File: config.mk
export PLATFORM = sky130hd
export DESIGN_NAME = param_updown_counter
export DESIGN_NICKNAME = d
export VERILOG_FILES = /design/src/rtl/updown_cnt_pkg.sv /design/src/rtl/updown_prescaler.sv /design/src/rtl/param_updown_counter.sv
export SDC_FILE = /design/constraint.sdc
export NUM_CORES = 1
export LEC_CHECK = 0
export CORE_UTILIZATION = 45
export CTS_BUF_LIST = sky130_fd_sc_hd__clkbuf_2 sky130_fd_sc_hd__clkbuf_4 sky130_fd_sc_hd__clkbuf_8
export DETAILED_ROUTE_END_ITERATION = 8
export HOLD_SLACK_MARGIN = 0.12
export MAX_ROUTING_LAYER = met4
export PLACE_DENSITY = 0.75
export SLEW_MARGIN = 0
export SYNTH_ARGS = -nofsm -noshare
export SYNTH_HDL_FRONTEND = slang
export SYNTH_HIERARCHICAL = 1
export SYNTH_SLANG_ARGS = --single-unit
File: constraint.sdc
create_clock -name clk -period 1.5 [get_ports clk]
set_input_delay 0.3 -clock clk [delete_from_list [all_inputs] [get_ports clk]]
set_output_delay 0.3 -clock clk [all_outputs]
set_load 0.02 [all_outputs]
File: src/rtl/updown_cnt_pkg.sv
// Shared constants and helpers for the up/down counter and its prescaler.
package updown_cnt_pkg;

    localparam logic DIR_UP   = 1'b1;
    localparam logic DIR_DOWN = 1'b0;

    // Wide enough to hold any WIDTH+1 intermediate for WIDTH up to 32.
    localparam int CNT_X_W = 33;

    function automatic logic [CNT_X_W-1:0] clamp_load(input logic [CNT_X_W-1:0] val,
                                                      input logic [CNT_X_W-1:0] max);
        return (val > max) ? max : val;
    endfunction

    function automatic int pre_width(input int prescale);
        return (prescale > 1) ? $clog2(prescale) : 1;
    endfunction

endpackage

File: src/rtl/updown_prescaler.sv
// Free-running divider: step fires on the enabled cycle where pre reaches PRESCALE-1.
// Step is combinational from the pre register; clr zeroes pre and wins over en; no backpressure.
module updown_prescaler
    import updown_cnt_pkg::*;
#(
    parameter int PRESCALE = 16
) (
    input  logic clk,
    input  logic rst_n,
    input  logic en,
    input  logic clr,
    output logic step
);

    localparam int              PRE_W    = pre_width(PRESCALE);
    localparam logic [PRE_W-1:0] PRE_LAST = PRE_W'(PRESCALE - 1);

    logic [PRE_W-1:0] r_pre;
    logic             w_last;

    assign w_last = (r_pre == PRE_LAST);
    assign step   = en & w_last;

    always_ff @(posedge clk or negedge rst_n) begin
        if (!rst_n) begin
            r_pre <= '0;
        end else if (clr) begin
            r_pre <= '0;
        end else if (en) begin
            r_pre <= w_last ? '0 : r_pre + 1'b1;
        end
    end

endmodule

File: src/rtl/param_updown_counter.sv
// Prescaled up/down counter with modulo wrap (UPDOWN_CNT_SATURATE_EN: saturate), load and tc.
// count/tick/tc register on the edge consuming a step; load > step > hold; no backpressure.
module param_updown_counter
    import updown_cnt_pkg::*;
#(
    parameter int                 WIDTH    = 4,
    parameter logic [CNT_X_W-1:0] MOD_MAX  = (33'd1 << WIDTH) - 33'd1,
    parameter int                 PRESCALE = 16
) (
    input  logic             clk,
    input  logic             rst_n,
    input  logic             en,
    input  logic             up_down,
    input  logic             load,
    input  logic [WIDTH-1:0] load_val,
    output logic [WIDTH-1:0] count,
    output logic             tick,
    output logic             tc
);

    localparam logic [WIDTH:0] MAX_X = MOD_MAX[WIDTH:0];

    logic [WIDTH-1:0]   r_count;
    logic               r_tick;
    logic               r_tc;
    logic               w_step;
    logic [WIDTH:0]     w_cnt_x;
    logic [WIDTH:0]     w_next;
    logic               w_hit;
    logic [CNT_X_W-1:0] w_load_x;
    logic [CNT_X_W-1:0] w_load_clamped;

    updown_prescaler #(
        .PRESCALE (PRESCALE)
    ) u_prescaler (
        .clk   (clk),
        .rst_n (rst_n),
        .en    (en),
        .clr   (load),
        .step  (w_step)
    );

    assign w_cnt_x        = {1'b0, r_count};
    assign w_load_x       = {{(CNT_X_W-WIDTH){1'b0}}, load_val};
    assign w_load_clamped = clamp_load(w_load_x, MOD_MAX);

    // Next value on a step; w_hit marks wrap (or arrival at / stay on a saturation bound).
    always_comb begin
        w_next = w_cnt_x;
        w_hit  = 1'b0;
        if (up_down == DIR_UP) begin
            if (w_cnt_x >= MAX_X) begin
`ifdef UPDOWN_CNT_SATURATE_EN
                w_next = MAX_X;
`else
                w_next = '0;
`endif
                w_hit  = 1'b1;
            end else begin
                w_next = w_cnt_x + 1'b1;
`ifdef UPDOWN_CNT_SATURATE_EN
                w_hit  = ((w_cnt_x + 1'b1) == MAX_X);
`endif
            end
        end else begin
            if (w_cnt_x == '0) begin
`ifdef UPDOWN_CNT_SATURATE_EN
                w_next = '0;
`else
                w_next = MAX_X;
`endif
                w_hit  = 1'b1;
            end else begin
                w_next = w_cnt_x - 1'b1;
`ifdef UPDOWN_CNT_SATURATE_EN
                w_hit  = (w_cnt_x == {{WIDTH{1'b0}}, 1'b1});
`endif
            end
        end
    end

    always_ff @(posedge clk or negedge rst_n) begin
        if (!rst_n) begin
            r_count <= '0;
            r_tick  <= 1'b0;
            r_tc    <= 1'b0;
        end else if (load) begin
            r_count <= w_load_clamped[WIDTH-1:0];
            r_tick  <= 1'b0;
            r_tc    <= 1'b0;
        end else if (w_step) begin
            r_count <= w_next[WIDTH-1:0];
            r_tick  <= 1'b1;
            r_tc    <= w_hit;
        end else begin
            r_tick  <= 1'b0;
            r_tc    <= 1'b0;
        end
    end

    assign count = r_count;
    assign tick  = r_tick;
    assign tc    = r_tc;

endmodule
* Yosys cells after proc, flatten, opt, wreduce, memory -nomap -nowiden
Index checks and enable logic that the tools add are counted.
** Operators by class
- Add/sub/neg operators :: 3
- Order comparisons :: 2
- Equality and inequality tests :: 1
- Muxes and demuxes :: 16
- Bitwise operators :: 1
- Reductions and logical operators :: 3
** Operators by type and width (number)
- 4-bit two-way mux :: 9
- 4-bit by 1-bit adder with 4-bit output (second input constant) :: 2
- 1-bit two-way mux :: 7
- 5-bit zero test :: 1
- 4-bit equality test (second input constant) :: 1
- 4-bit greater-or-equal comparator (second input constant) :: 1
- 4-bit > comparator (second input constant) :: 1
- 2-bit nonzero test :: 2
- 4-bit by 1-bit subtractor with 4-bit output (second input constant) :: 1
- 1-bit AND :: 1
** Word-level totals
- Bits in registers :: 10
- Word-level logic and storage cells :: 30

* Depth between registers and ports, before layout
Gate-level depths: netlist of the first run.
- Word-level depth :: 5
- Gate-level depth with buffers :: 7

* By module
The synthesis of the first run kept the hierarchy.
** Modules (own cells, without submodules)
- param_updown_counter :: instances 1, cells each 45, area an instance 421.7 µm², sequential area each 150.1 µm²
- updown_prescaler :: instances 1, cells each 22, area an instance 205.2 µm², sequential area each 100.1 µm²

* Least setup slack after synthesis of the first run
Ideal clock, no wire load.
- Path kind :: register to register
- From :: register r_count[0], in the netlist count[0]
- To :: register r_count[0], in the netlist count[0]
- Arrival :: 1.639 ns
- Required time :: 1.426 ns
- Path slack :: -0.214 ns
- Cell stages (with the launch flop) :: 8
- Clock period less this slack :: 1.714 ns
- Path through :: dfrtp_1 -> buf_2 -> inv_1 -> ha_1 -> or3b_4 -> a221oi_2 -> a21oi_1 -> o21ai_2
** Between the ends
- Cells in the longest elaborated chain, start to end :: 5
- Elaborated cells on any way between the ends :: 9
** Ends and longest elaborated chain
- start: declaration :: line param_updown_counter.sv:23 : logic [WIDTH-1:0] r_count;
- start signal: assignment :: line param_updown_counter.sv:88 : r_count <= w_load_clamped[WIDTH-1:0];
- start signal: assignment :: line param_updown_counter.sv:92 : r_count <= w_next[WIDTH-1:0];
- 4-bit by 1-bit subtractor with 4-bit output (tied with other cells) :: line param_updown_counter.sv:74 : w_next = w_cnt_x - 1'b1;
- 4-bit two-way mux (on tied branches) :: line param_updown_counter.sv:66, param_updown_counter.sv:52
- 4-bit two-way mux (*) :: line param_updown_counter.sv:51 : if (up_down == DIR_UP) begin
- 4-bit two-way mux (*) :: line param_updown_counter.sv:91 : end else if (w_step) begin
- 4-bit two-way mux (*) :: line param_updown_counter.sv:87 : end else if (load) begin
Mark *: on every way between the ends. The rest lies on a longest branch, timed or not. The select of a mux whose other input is x is not followed.
A chain may end at the register's enable or synchronous reset.

* Final worst setup path of the first run
Same ends and word-level chain as after synthesis.

==> results.md, run 1 <==
- Number of vias after detailed routing: 606
- Final-report max-slew violation count: 0
- Switch share: 0.274
- Slew @ Worst Pin: around 0.45 ns
- Post-synthesis cell type count: 31
- CTS tree: built
- Number of buffers added to fix hold violations after cts: 0
- Global-route total usage across every layer: 0.229
- Startpoint of the most critical register-to-register path: count[0]
- Max frequency: 658 MHz
- Number of H-tree branching levels: 1
- Violated checks: setup timing
- Syn_area_per_cell: just over 9 um2
- Detailed Route WL: around 1.5 mm
- Share of the synthesized area in the top cell type: 0.399
- Placer Congestion: 0.793
- Starting density of the core: 0.482
- FF-to-FF path depth: 6
- Total grt overflow: 0
- Number of detailed-routing iterations run before antenna repair: 3
- Maximum number of buffers from clock root to sink: 2
- Worst hold margin: around 0.35 ns
- Post-DP HPWL: 1.11 mm
- Number of ports placed on the die boundary: 15
- Met3 track demand over resource in global routing: 0.0909
- Pin count of the biggest net entering global routing: 11
- Critical path origin: count[0]
- Crit share post-route: 1.01
- CP Data Arrival Time: between 1.5 and 2 ns
- Max VDD drop: around 0.45 mV
- Worst flop-to-flop path endpoint: count[0]
- Clock insertion delay at the later pin of the skew report: about 0.26 ns
- Post-Syn Nets: 79
- Vias in the first global route: a little over 500
- Number of buffers added by the clock tree synthesis step: 3
- Clock share of power: 0.318
- Met1 track utilization from global routing: 0.287
- Number of endpoints failing setup at the final stage: 1
- CP Capture Type: flip-flop
- Nets@finish: 110
- Iter 0 DRT Violations: 7
- Core area: between 1000 and 1500 um2
- Power density relative to cell area: around 780 nW/um2
- Final worst clock skew: about 0.0024 ns
- Count of antenna-violating nets left after detailed routing: 0
- Layout Area Growth over Synthesis: 52.7%
- Root Buffer Master: sky130_fd_sc_hd__clkbuf_4
- Die width: 39.3 um
- Part of the total power dissipated in combinational logic: 0.286
- Most Crowded Layer GR: met2
- Sort of element at the start of the critical path: flip-flop
- YS warnings: 6
- Critical path peak fanout: 3
- Tightest Hold Check Type: primary input to asynchronous set/reset pin
- Cell Area, Synth: about 630 um2
- Endpoint of the most critical setup path: count[0]
- Total of fill cells in the finished design: just over 100
- Lkg Pwr: approximately 0.43 nW
- Biggest area consumer among synthesized cells: sky130_fd_sc_hd__dfrtp_1
- Worst setup path category: flip-flop to flip-flop
- Number of endpoints with negative hold slack in the final report: 0
- Total negative slack for setup checks: -0.0199 ns
- FP Rows: 13
- Post-CTS clock slew at the launch and capture registers of the worst setup and hold paths: 0.06 ns
- Die area: 1550 um2
- Clock sink total: 10
- Count of buffers from port buffering: 14
- Floorplan die height: 39.3 um
- GR Util met2: 0.350
- Area used by multi-input combinational logic: 383 um2
- Switching power of the nets: between 0.2 and 0.25 mW
- Final Total Pwr: ~0.75 mW
- Worst EP required: about 1.7 ns
- Initial antenna violation count: 0
- Part of the total power dissipated in sequential elements: 0.396
- Vias per std cell: around 5.4
- Unrepaired setup endpoints after global routing: true
- Global-route wire length before repair: 2.21 mm
- Portion of the post-synthesis area used by sequential elements: 0.399
- Post-Synthesis Cells: 67
- Slew HR: 0.700
- Number of max-cap violations: 0
- Sequential cell area: around 250 um2
- Setup slack on the worst flop-to-flop path: -0.02 ns
- Number of storage elements in the synthesis netlist: 10
- Remaining routing DRC violations: 0
- Minimum clock period after layout: approximately 1.5 ns
- Routed length per placed instance: about 13 um
- Main area contributors after synthesis: sky130_fd_sc_hd__dfrtp_1, sky130_fd_sc_hd__ha_1, sky130_fd_sc_hd__a21oi_1
- Internal power: ~0.54 mW
- Result of the run: complete, but fails checks
- Fraction of layout instances using a drive strength above 1: 0.361
- Post-route setup slack: -0.0199 ns
- N_diodes: 0
[layer usage]
layer / up-vias / part of all wire
met1: 294 / 0.48
met3: 0 / 0.045
met5: - / 0
met4: 0 / 0
met2: 13 / 0.47
li1: 299 / -
[synthesized netlist by cell type]
cell type / instances
sky130_fd_sc_hd__a21boi_0: 1
sky130_fd_sc_hd__a21o_1: 1
sky130_fd_sc_hd__a21oi_1: 7
sky130_fd_sc_hd__a221oi_2: 1
sky130_fd_sc_hd__a31o_2: 1
sky130_fd_sc_hd__buf_2: 2
sky130_fd_sc_hd__buf_6: 1
sky130_fd_sc_hd__clkbuf_1: 1
sky130_fd_sc_hd__dfrtp_1: 10
sky130_fd_sc_hd__ha_1: 3
sky130_fd_sc_hd__inv_1: 3
sky130_fd_sc_hd__mux2_2: 1
sky130_fd_sc_hd__mux2i_1: 2
sky130_fd_sc_hd__nand2_1: 5
sky130_fd_sc_hd__nand2_2: 1
sky130_fd_sc_hd__nand2b_1: 1
sky130_fd_sc_hd__nand3_1: 2
sky130_fd_sc_hd__nand3b_1: 1
sky130_fd_sc_hd__nand4_1: 1
sky130_fd_sc_hd__nor2_1: 6
sky130_fd_sc_hd__nor2b_1: 1
sky130_fd_sc_hd__nor3_1: 1
sky130_fd_sc_hd__o21a_1: 1
sky130_fd_sc_hd__o21ai_0: 3
sky130_fd_sc_hd__o21ai_2: 1
sky130_fd_sc_hd__o21ba_2: 1
sky130_fd_sc_hd__o221ai_1: 1
sky130_fd_sc_hd__o31ai_1: 2
sky130_fd_sc_hd__or3_1: 1
sky130_fd_sc_hd__or3b_4: 1
sky130_fd_sc_hd__xor2_1: 3
[state kept, by name, indices dropped and copies added, names as in the netlist]
name and flops:
count 4, tc 1, tick 1, u_prescaler/r_pre 4
[power by group through the flow]
stage / clock network, mW / logic (mW) / registers, mW
CTS: 0.251 / 0.194 / 0.297
finish: 0.238 / 0.215 / 0.297
global route: 0.260 / 0.234 / 0.299
global placement: 0 / 0.189 / 0.302
floorplan: 0 / 0.0927 / 0.319
detailed placement: 0 / 0.195 / 0.302
[final cells by class]
class	instances	share of cell area
repair buffers	30	0.267
inverters	3	0.0118
multi-input cells	50	0.400
flip-flops and latches	10	0.264
well taps	15	0.0196
clock buffers	4	0.0379
[repair_timing]
action / 4_1_cts / 5_1_grt
setup buffers: 2 / 0
gates resized for setup: 7 / 7
endpoints found under the setup margin: 7 / 4
pin swaps: 3 / 4
[worst min path at each step]
stage                           end            startpoint  depth (start not counted)  slack (ns)
2_1_floorplan              count[0]                 rst_n                          0       0.004
3_3_place_gp   u_prescaler/r_pre[3]  u_prescaler/r_pre[3]                          2        0.58
3_5_place_dp   u_prescaler/r_pre[3]  u_prescaler/r_pre[3]                          2        0.58
4_1_cts                        tick                 rst_n                          1        0.35
5_1_grt                        tick                 rst_n                          1        0.37
6_report                       tick                 rst_n                          1        0.35
[cells by family (layout without fill, tap and decap cells)]
logic type / count (synthesis) / in the layout / synth area share
xor gates and xnor gates: 3 / 3 / 0.0419
AOI/OAI and AO/OA: 20 / 20 / 0.222
and+or+nand+nor: 21 / 21 / 0.170
buffers and inverters: 7 / 37 / 0.0579
DFF: 10 / 10 / 0.399
muxes: 3 / 3 / 0.0499
adders and majority gates: 3 / 3 / 0.0599
[cells in the final DEF, fill, tap and decap left out, types with 3 or more instances in the layout]
cell type	netlist	layout
sky130_fd_sc_hd__o21ai_0	3	3
sky130_fd_sc_hd__nor2_1	6	6
sky130_fd_sc_hd__dlygate4sd2_1	0	4
sky130_fd_sc_hd__buf_4	0	16
sky130_fd_sc_hd__a21oi_1	7	7
sky130_fd_sc_hd__nand2_1	5	5
sky130_fd_sc_hd__xor2_1	3	3
sky130_fd_sc_hd__clkdlybuf4s50_1	0	8
sky130_fd_sc_hd__dfrtp_1	10	8
sky130_fd_sc_hd__clkbuf_4	0	3
[worst max-delay path: stages (launching register included)]
cell and delay [ns]:
sky130_fd_sc_hd__dfrtp_2 0.43, sky130_fd_sc_hd__inv_2 0.07, sky130_fd_sc_hd__ha_4 0.12, sky130_fd_sc_hd__or3b_4 0.37, sky130_fd_sc_hd__a221oi_2 0.27, sky130_fd_sc_hd__a21oi_1 0.08
sky130_fd_sc_hd__o21ai_2 0.11
[through the flow]
step,setup slack [ns],instances,cell area (um2),utilization
after floorplan,-0.127,67,648,-
after global placement,-0.178,106,881,0.677
after detailed placement,-0.234,106,881,0.677
after CTS,-0.0487,112,925,0.711
after global routing,-0.0957,112,957,0.736
final,-0.0199,112,957,0.736
(Power assumes the default switching activity.)
==> run 2: changes to the inputs <==
--- a/config.mk
+++ b/config.mk
@@ -5,14 +5,15 @@
 export SDC_FILE = /design/constraint.sdc
 export NUM_CORES = 1
 export LEC_CHECK = 0
-export CORE_UTILIZATION = 45
+export CORE_UTILIZATION = 44
 export CTS_BUF_LIST = sky130_fd_sc_hd__clkbuf_2 sky130_fd_sc_hd__clkbuf_4 sky130_fd_sc_hd__clkbuf_8
+export CTS_CLUSTER_SIZE = 20
 export DETAILED_ROUTE_END_ITERATION = 8
+export GPL_TIMING_DRIVEN = 0
 export HOLD_SLACK_MARGIN = 0.12
 export MAX_ROUTING_LAYER = met4
 export PLACE_DENSITY = 0.75
 export SLEW_MARGIN = 0
 export SYNTH_ARGS = -nofsm -noshare
 export SYNTH_HDL_FRONTEND = slang
-export SYNTH_HIERARCHICAL = 1
 export SYNTH_SLANG_ARGS = --single-unit
==> run 2 against run 1 <==
Effect of this change: the run now ends clean; global-route usage fell by 3.7 points; clock power rose by 3%; critical path depth fell by 2; first-iteration DRC count rose by 100%; non-clock buffer count fell by 15; maximum frequency rose by 5.1%; combinational power fell by 39%; cell count fell by 19%; synthesized area fell by 7.4%; total power fell by 8.3%; critical endpoint is now count[3].
==> results.md, run 2 <==
- Result of the run: complete, no violations
- Unrepaired setup endpoints after global routing: false
- Power density relative to cell area: around 900 nW/um2
- Fraction of layout instances using a drive strength above 1: 0.130
- Number of endpoints failing setup at the final stage: 0
- Portion of the post-synthesis area used by sequential elements: 0.431
- Worst setup path category: flip-flop to flip-flop
- Syn_area_per_cell: 9.52 um2
- Floorplan die height: ~38 um
- Number of H-tree branching levels: 1
- Post-DP HPWL: roughly 810 um
- Total cell area at the placement stage: a little over 700 um2
- Share of the synthesized area in the top cell type: 0.431
- Nets@finish: 90
- Placer Congestion: between 0.8 and 0.9
- Post-Syn Nets: 73
- Part of the total power dissipated in sequential elements: 0.449
- Die width: 38.3 um
- Post-synthesis cell type count: 24
- Number of setup buffers added after CTS: 0
- Startpoint of the most critical register-to-register path: count[3]
- Core area: 1170 um2
- Minimum clock period after layout: between 1 and 1.5 ns
- Internal power: roughly 0.5 mW
- Clock share of power: 0.358
- Max VDD drop: 0.601 mV
- Final worst clock skew: 0.00509 ns
- Maximum number of buffers from clock root to sink: 2
- Worst EP required: around 1.7 ns
- Count of placed standard cells in the final layout, fillers left out: 91
- Number of endpoints with negative hold slack in the final report: 0
- Routed length per placed instance: roughly 12 um
- Detailed Route WL: between 1 and 1.5 mm
- Switch share: 0.276
- Met3 track demand over resource in global routing: 0.0872
- Count of buffers from port buffering: 12
- Cells traversed along the worst timing path: nand2b_4 -> or3_1 -> a311o_1 -> o21ai_1
- Final-report max-slew violation count: 0
- Iter 0 DRT Violations: 14
- Switching power of the nets: 0.189 mW
- Vias per std cell: 5.37
- Slew HR: 0.706
- YS warnings: 0
- GR Util met2: 0.288
- Most frequent standard cell in the layout excluding fill and tap cells: sky130_fd_sc_hd__dfrtp_1
- CTS tree: built
- Lkg Pwr: ~0.37 nW
- Layout Area Growth over Synthesis: 31.0%
- Pin count of the biggest net entering global routing: 11
- Most frequent cells in the layout: sky130_fd_sc_hd__dfrtp_1, sky130_fd_sc_hd__nor2_1, sky130_fd_sc_hd__clkdlybuf4s50_1
- Global-route total usage across every layer: 0.192
- Tightest Hold Check Type: primary input to asynchronous set/reset pin
- Met1 track utilization from global routing: 0.188
- Final Total Pwr: between 0.6 and 0.7 mW
- Crit share post-route: 0.964
- Clock insertion delay at the later pin of the skew report: roughly 0.28 ns
- Global-route wire length before repair: between 1.5 and 2 mm
- Part of the total power dissipated in combinational logic: 0.193
- Most used standard cells in the synthesized netlist: sky130_fd_sc_hd__dfrtp_1, sky130_fd_sc_hd__nor2_1, sky130_fd_sc_hd__a21oi_1, sky130_fd_sc_hd__nand2_1, sky130_fd_sc_hd__o21ai_0
- FFs w/ async S/R, synth: 1.00
- FP Rows: 12
- Most used flip-flop cell after synthesis: sky130_fd_sc_hd__dfrtp_1
- Total negative slack for setup checks: 0 ns
- Initial antenna violation count: 0
- Die area: about 1500 um2
- Starting density of the core: 0.496
- Delay of the slowest cell on the worst path: about 0.45 ns
- N_diodes: 0
- Post-Synthesis Cells: a little over 60
- Number of detailed-routing iterations run before antenna repair: 4
- Final core occ: 0.650
- Count of antenna-violating nets left after detailed routing: 0
- Post-route cell area: ~760 um2
- Clock sink total: 10
- Number of flops mapped to enable cells by yosys: 0
- Worst flop-to-flop path endpoint: count[3]
- Number of ports placed on the die boundary: 15
- Cell Area, Synth: 581 um2
- Post-CTS clock slew at the launch and capture registers of the worst setup and hold paths: approximately 0.070 ns
- Number of vias after detailed routing: between 400 and 500
- CP Data Arrival Time: between 1.5 and 2 ns
- Total grt overflow: 0
- Crit-path slowest cell: sky130_fd_sc_hd__dfrtp_2
- Number of storage elements in the synthesis netlist: 10
- Remaining routing DRC violations: 0
- Biggest area consumer among synthesized cells: sky130_fd_sc_hd__dfrtp_1
- Max frequency: about 690 MHz
- Main area contributors after synthesis: sky130_fd_sc_hd__dfrtp_1, sky130_fd_sc_hd__ha_1, sky130_fd_sc_hd__nor2_1
- Number of buffers added by the clock tree synthesis step: 3
- Sort of element at the start of the critical path: flip-flop
- Cell with the most instances after synthesis: sky130_fd_sc_hd__dfrtp_1
- Post-placement cell count: 87
- CP Capture Type: flip-flop
- FF-to-FF path depth: 4
- Most Crowded Layer GR: met2
- Slew @ Worst Pin: about 0.44 ns
- Critical path peak fanout: 8
- Root Buffer Master: sky130_fd_sc_hd__clkbuf_4
- Number of max-cap violations: 0
- Setup slack on the worst flop-to-flop path: between 0.05 and 0.06 ns
- Vias in the first global route: ~420
-- run 2: repair_timing --
item,in CTS,in global routing
hold buffers,0,0
gates resized for setup,5,3
endpoints found under the setup margin,5,3
-- run 2: cell type report --
type                    instances  area (um2)
flip-flops and latches         10         251
clock buffers                   4        36.3
repair buffers                 12         116
well taps                      14        17.5
fillers                       105         410
plain buffers                   3        12.5
multi-input cells              45         315
inverters                       3        11.3
-- run 2: kinds of logic after synthesis --
family / count (synthesis) / synth area share
simple gates: 20 / 0.196
compound gates: 14 / 0.138
flops: 10 / 0.431
buf+inv: 6 / 0.0409
xor+xnor: 5 / 0.0754
mux: 3 / 0.0539
fa+ha+maj: 3 / 0.0647
-- run 2: through the flow --
step                      setup slack, ns  hold WS [ns]
after floorplan                    0.0130       0.00441
after global placement             0.0178         0.565
after detailed placement          -0.0439         0.573
after CTS                         0.00201         0.341
after global routing              0.00113         0.366
final                              0.0538         0.328
-- run 2: worst max path at each step --
stage | start | end | depth (start not counted)
2_1_floorplan | count[0] | count[3] | 4
3_3_place_gp | load | count[0] | 3
3_5_place_dp | load | count[1] | 3
4_1_cts | tick | tick | 1
5_1_grt | count[1] | count[2] | 6
6_report | count[3] | count[3] | 4
-- run 2: routing by layer --
layer,share of wire,routed length [um]
met2,0.45,507
met3,0.073,82
met5,0,0
met1,0.44,490
met4,0.032,36
-- run 2: power groups by stage --
stage	combinational [mW]	clock (mW)	sequential, mW
2_1_floorplan	0.0718	0	0.321
3_3_place_gp	0.136	0	0.312
3_5_place_dp	0.139	0	0.313
4_1_cts	0.132	0.255	0.307
5_1_grt	0.148	0.267	0.310
6_report	0.132	0.246	0.308
-- run 2: critical path: cells and delay by family (launching register included) --
family / cells / cell delay (ns)
compound gates: 2 / 0.46
flops: 1 / 0.45
simple gates: 2 / 0.47
